**src/rtl/frame_pacer_pkg.sv**
```systemverilog
// Shared encodings and defaults for the multi-channel frame pacer.
package frame_pacer_pkg;
  typedef enum logic [1:0] {
    ST_IDLE = 2'd0,
    ST_RUN  = 2'd1,
    ST_DONE = 2'd2
  } ch_state_e;

  localparam logic MODE_PERIODIC = 1'b0;
  localparam logic MODE_ONESHOT  = 1'b1;
  localparam int   DEF_CNT_W     = 4;
endpackage

```
**src/rtl/frame_pacer_ch.sv**
```systemverilog
// One pacer channel: divides frame_tick by (latched period + 1), periodic or one-shot.
module frame_pacer_ch
  import frame_pacer_pkg::*;
#(
  parameter int CNT_W = DEF_CNT_W
) (
  input  logic             clk,
  input  logic             reset,
  input  logic             frame_tick,
  input  logic             start,
  input  logic             stop,
  input  logic             one_shot,
  input  logic [CNT_W-1:0] period,
  output logic             tick,
  output logic             busy,
  output logic             done,
  output logic [CNT_W-1:0] frame_count
);

  ch_state_e        state_q, state_d;
  logic [CNT_W-1:0] cnt_q, cnt_d, per_q, per_d;
  logic             mode_q, mode_d;
  logic             tick_d, busy_d, done_d;

  always_ff @(posedge clk or posedge reset) begin
    if (reset) begin
      state_q <= ST_IDLE;
      cnt_q   <= '0;
      per_q   <= '0;
      mode_q  <= MODE_PERIODIC;
      tick    <= 1'b0;
      busy    <= 1'b0;
      done    <= 1'b0;
    end else begin
      state_q <= state_d;
      cnt_q   <= cnt_d;
      per_q   <= per_d;
      mode_q  <= mode_d;
      tick    <= tick_d;
      busy    <= busy_d;
      done    <= done_d;
    end
  end

  // stop > start > frame_tick; a start swallows any coincident frame_tick
  always_comb begin
    state_d = state_q;
    cnt_d   = cnt_q;
    per_d   = per_q;
    mode_d  = mode_q;
    tick_d  = 1'b0;
    busy_d  = busy;
    done_d  = done;
    if (stop) begin
      state_d = ST_IDLE;
      cnt_d   = '0;
      busy_d  = 1'b0;
      done_d  = 1'b0;
    end else if (start) begin
      state_d = ST_RUN;
      cnt_d   = '0;
      per_d   = period;
      mode_d  = one_shot;
      busy_d  = 1'b1;
      done_d  = 1'b0;
    end else if (state_q == ST_RUN && frame_tick) begin
      if (cnt_q == per_q) begin
        tick_d = 1'b1;
        cnt_d  = '0;
        if (mode_q == MODE_ONESHOT) begin
          state_d = ST_DONE;
          busy_d  = 1'b0;
          done_d  = 1'b1;
        end else begin
          per_d = period;
        end
      end else begin
        cnt_d = cnt_q + 1'b1;
      end
    end
  end

  assign frame_count = cnt_q;

endmodule

```
**src/rtl/frame_pacer.sv**
```systemverilog
// NUM_CH independent pacer channels driven from one shared frame strobe.
module frame_pacer
  import frame_pacer_pkg::*;
#(
  parameter int CNT_W  = DEF_CNT_W,
  parameter int NUM_CH = 2
) (
  input  logic                    clk,
  input  logic                    reset,
  input  logic                    frame_tick,
  input  logic [NUM_CH-1:0]       start,
  input  logic [NUM_CH-1:0]       stop,
  input  logic [NUM_CH-1:0]       one_shot,
  input  logic [NUM_CH*CNT_W-1:0] period,
  output logic [NUM_CH-1:0]       tick,
  output logic [NUM_CH-1:0]       busy,
  output logic [NUM_CH-1:0]       done,
  output logic [NUM_CH*CNT_W-1:0] frame_count
);

  logic [NUM_CH-1:0][CNT_W-1:0] per_a, cnt_a;

  assign per_a       = period;
  assign frame_count = cnt_a;

  for (genvar gi = 0; gi < NUM_CH; gi++) begin : g_ch
    frame_pacer_ch #(.CNT_W(CNT_W)) u_ch (
      .clk         (clk),
      .reset       (reset),
      .frame_tick  (frame_tick),
      .start       (start[gi]),
      .stop        (stop[gi]),
      .one_shot    (one_shot[gi]),
      .period      (per_a[gi]),
      .tick        (tick[gi]),
      .busy        (busy[gi]),
      .done        (done[gi]),
      .frame_count (cnt_a[gi])
    );
  end

endmodule

```
**config.mk**
```make
export PLATFORM = sky130hd
export DESIGN_NAME = frame_pacer
export DESIGN_NICKNAME = d
export VERILOG_FILES = /design/src/rtl/frame_pacer_pkg.sv /design/src/rtl/frame_pacer_ch.sv /design/src/rtl/frame_pacer.sv
export SDC_FILE = /design/constraint.sdc
export NUM_CORES = 1
export LEC_CHECK = 0
export BUFFER_PORTS_ARGS = -buffer_cell sky130_fd_sc_hd__buf_2
export CORE_MARGIN = 4
export CORE_UTILIZATION = 45
export CTS_CLUSTER_SIZE = 12
export DETAILED_ROUTE_END_ITERATION = 7
export MAX_ROUTING_LAYER = met4
export PLACE_DENSITY = 0.72
export RECOVER_POWER = 25
export SYNTH_ARGS = -nofsm -noshare
export SYNTH_HDL_FRONTEND = slang
export SYNTH_SLANG_ARGS = --single-unit
```
**constraint.sdc**
```tcl
create_clock -name clk -period 2 [get_ports clk]
set_input_delay 0.4 -clock clk [delete_from_list [all_inputs] [get_ports clk]]
set_output_delay 0.4 -clock clk [all_outputs]
set_load 0.05 [all_outputs]
```
---- After elaboration in Yosys (flattened, before gate mapping) ----
Cells that the tools add are included.
storage, ports and cells
  output and inout port bits .............. 14
  input bits .............................. 17
  register bits after elaboration ......... 28
  word-level logic and storage cells ...... 96
operators by class
  add/sub/neg operators ................... 2
  muxes and demuxes ....................... 54
  reductions and logical operators ........ 18
  bitwise logic cells ..................... 2
  eq/ne operators ......................... 6
operator list
  kind                                                  count
  2-to-1 mux 4 bit                                      16
  2-to-1 mux 1 bit                                      28
  2-to-1 mux 2 bit                                      10
  nonzero test 3 bit                                    6
  adder 4 x 1 -> 4 bit (second input constant)          2
  equality test 4 bit                                   2
  AND reduction 4 bit                                   2
  nonzero test 2 bit                                    4
  AND reduction 3 bit                                   2
  equality test 2 x 1 -> 1 bit (second input constant)  2
  != test 2 bit (second input constant)                 2
  AND reduction 2 bit                                   2
  logical AND 1 bit                                     2
  inverter 1 bit                                        2

---- Logic depth before layout (Yosys ltp) ----
  word-level depth ........................ 5
  mapped depth ............................ 5
  mapped depth without buffers ............ 5

---- Modules after synthesis ----
From an unflattened synthesis, not the netlist that was laid out.
unflattened totals
  cell total of the unflattened synthesis .. 112
  area, all modules ....................... 1,226.2 um2
modules (own cells, without submodules)
  module          instances  sequential area each (um2)  cells an instance  area each (um2)
  frame_pacer_ch  2          300.3                       56                 613.1

---- Least setup slack after synthesis ----
Ideal clock, no wire load.
  kind .................................... register to register
  from .................................... reg g_ch[1].u_ch.cnt_q[0]
  to ...................................... reg g_ch[1].u_ch.per_q[0]
  path slack .............................. -0.010 ns
  clock period less this slack ............ 2.010 ns
  setup time .............................. 0.125 ns
  buffers on the path ..................... 0
  stages on the path, launching flop included .. 5
  arrival ................................. 1.885 ns
  data required time ...................... 1.875 ns
  path through ............................ dfrtp_1 xnor2_1 nand4_2 o41ai_4 mux2_2
between the ends
  longest elaborated chain between the ends .. 3
ends and longest elaborated chain
  what                                  RTL line              RTL
  start, declared                       frame_pacer_ch.sv:21  logic [CNT_W-1:0] cnt_q, cnt_d, per_q, per_d;
  start signal, assigned                frame_pacer_ch.sv:36  cnt_q <= cnt_d;
  equality test 4 bit                   frame_pacer_ch.sv:67  if (cnt_q == per_q) begin
  nonzero test 2 bit (no source line)   --
  AND reduction 4 bit (no source line)  --
  end signal, assigned                  frame_pacer_ch.sv:37  per_q <= per_d;
  end, declared                         frame_pacer_ch.sv:21
Every way passes these cells.
A chain may end at the register's enable or synchronous reset.

---- Worst setup path after layout ----
Ends and elaborated chain as after synthesis.

==> flow_metrics.tcl <==
set metrics [dict create \
    outcome "finished clean" \
    synth_fp_nets 136 \
    fin_area_um2 1450 \
    drv_cap 0 \
    postSynthCellCount 117 \
    placed_cell_area_um2 1420 \
    finalSetupTns_ps 0 \
    fin_util 0.563 \
    ys.flop_type "dfrtp_1" \
    grt_pass1_vias 931 \
    hold_path.class "in2async" \
    power_density_nw_per_um2 655 \
    relSlewSlack 0.561 \
    syn-cell-area_um2 1260 \
    drcViolationCount 0 \
    vdd_drop_max_mv 0.449 \
    drive_above_1_share 0.377 \
    synth-edff-count 0 \
    path_cells "xnor2_1 > nand4_2 > o41ai_4 > mux2_2" \
    worst_slack_ps 237 \
    post_cts_buffers 0 \
    overflow 0 \
    grt_usage 0.161 \
    yosysMostFrequentCell "dfrtp_1" \
    dr.pass1.iters 4 \
    via_per_inst 5.36 \
    critPathSlowestCell "dfrtp_2" \
    cts.hold.buffers_added 0 \
    p_leak_nw 0.679 \
    required_ps 2220 \
    power_uw 947 \
    grt_start_max_net_pins 14 \
    place_congestion 0.758 \
    rsz0062_at_grt "false" \
    max_freq_mhz 567 \
    avgSynthCellArea_um2 10.7 \
    layout_worst_path_cycle_share 0.881 \
    grt_pass1_wl_mm 4.30 \
    ys_seq_area_frac 0.478 \
    boundaryPins 31 \
    timing.hold.ws_ps 77.8 \
    antenna_found_initial 0 \
    dieArea_um2 3700 \
    dr.first_iter.drc_count 34 \
    end_kind "flop" \
    synth_top_cell_area_share 0.478 \
    r2r_cells 4 \
    fin_nets 166 \
    cts_tree "built" \
    final-setup-viol-count 0 \
    dp.cells 172 \
    cts_max_path_buffers 2 \
    ys_ff_latch 24 \
    criticalPathCategory "reg2reg" \
    clock_skew_ps 0.379 \
    area_delta_synth_final_pct 15.0 \
    critPathArrivalTime_ps 1980 \
    slew_violations 0 \
    fin_cells 176 \
    die-height_um 60.9 \
    fp-row-count 18 \
    place_ws_ps 244 \
    ctsResizeCount 0 \
    dp_hpwl_mm 1.97 \
    cts_sinks 24 \
    synthTopCellsByCount "24 x dfrtp_1, 11 x nand2_1, 10 x mux2_2" \
    cp-start-kind "flop" \
    cts-htree-levels 1 \
    worstPathMaxFanout 6 \
    synthArstFlopShare 1.00 \
    routedWlPerCell_um 14.3 \
    drtAntennaViolNets 0 \
    period_needed_ps 1760 \
    fp.dieW_um 60.9 \
    root_buffer "clkbuf_4" \
    initial_utilization 0.490 \
    num_vias 943 \
    portBuffers 30 \
    clk_latency_ps 310 \
    crit_path_max_incr_delay_ps 470 \
    tightest_slew_ps 659 \
    ys_warn_count 0 \
    synth_top_cell_by_area "dfrtp_1" \
    cts_buffers 3 \
    diodes 0 \
    coreArea_um2 2570 \
    report.final.hold_viol_count 0 \
    ys_top_cells_by_area "dfrtp_1 48%, mux2_2 9.0%, xnor2_1 5.6%" \
    yosysUniqueCellTypes 27 \
    drt_wl_total_mm 2.52 \
    clkTransAtPathRegs_ps 130 \
]
[state kept, by name, summed over array words and instances, names as in the netlist]
name                   flops
g_ch.u_ch.frame_count      8
g_ch.u_ch.per_q            8
g_ch.u_ch.mode_q           2
g_ch.u_ch.tick             2
g_ch.u_ch.state_q          4
[final timing paths]
check | startpoint | end | slack [ps]
max in group asynchronous | reset | g_ch[1].u_ch.frame_count[0] | 960
worst min register to register | g_ch[1].u_ch.state_q[1] | g_ch[1].u_ch.state_q[1] | 540
worst min-delay path | reset | g_ch[0].u_ch.frame_count[2] | 80
worst max-delay path | g_ch[1].u_ch.frame_count[0] | g_ch[1].u_ch.per_q[0] | 240
min in group clk | stop[0] | g_ch[0].u_ch.state_q[0] | 300
worst max register to register | g_ch[1].u_ch.frame_count[0] | g_ch[1].u_ch.per_q[0] | 240
[metal layers]
metal  global-route usage  vias up  wire length, um
met5                    -        -                0
met4               0.0557        0               27
li1                     -      458                -
met1                0.211      459             1160
met3               0.0255        4              118
met2                0.253       22             1220
[layout by cell type, fill, tap and decap left out, types with 2 or more instances in the layout]
cell and n:
nor4_1 2, mux2_2 10, or2_2 2, or4b_1 2, o21ai_0 2, nor3b_1 2
nor2b_1 2, nand2_1 11, nand4_2 2, o41ai_4 2, a21oi_1 5, clkbuf_4 3
nor2_1 8, nor3_1 5, ha_1 2, a31oi_1 2, inv_1 5, nand3b_1 2
clkbuf_1 2, xnor2_1 8, buf_2 30, nand2b_1 2, buf_4 4, dfrtp_1 23
nand3_1 4
[report_power, final]
part / internal [mW] / switching (mW)
sequential: 0.521 / 0.0322
clock: 0.0780 / 0.140
combinational: 0.0813 / 0.0936
[cells by family (layout without fill, tap and decap cells)]
| group | Yosys count | count (layout) | synth area share |
|---|---|---|---|
| mux | 10 | 10 | 0.0896 |
| compound gates | 14 | 14 | 0.102 |
| xor+xnor | 8 | 8 | 0.0557 |
| simple gates | 44 | 44 | 0.192 |
| fa+ha+maj | 2 | 2 | 0.0199 |
| buf+inv | 15 | 44 | 0.0627 |
| flops | 24 | 24 | 0.478 |
[layout make-up]
type,instances,area (um^2)
Multi-Input combinational cell,78,578
Fill cell,232,1120
Inverter,5,18.8
Tap cell,30,37.5
Sequential cell,24,602
Clock buffer,4,26.3
Timing Repair Buffer,35,184
[critical path, delay by kind of cell, from the launching register on]
family          cells  cell delay, ps
flops               1             470
xor+xnor            1             180
compound gates      1             460
mux                 1             380
simple gates        1             170
(Power assumes the default switching activity.)
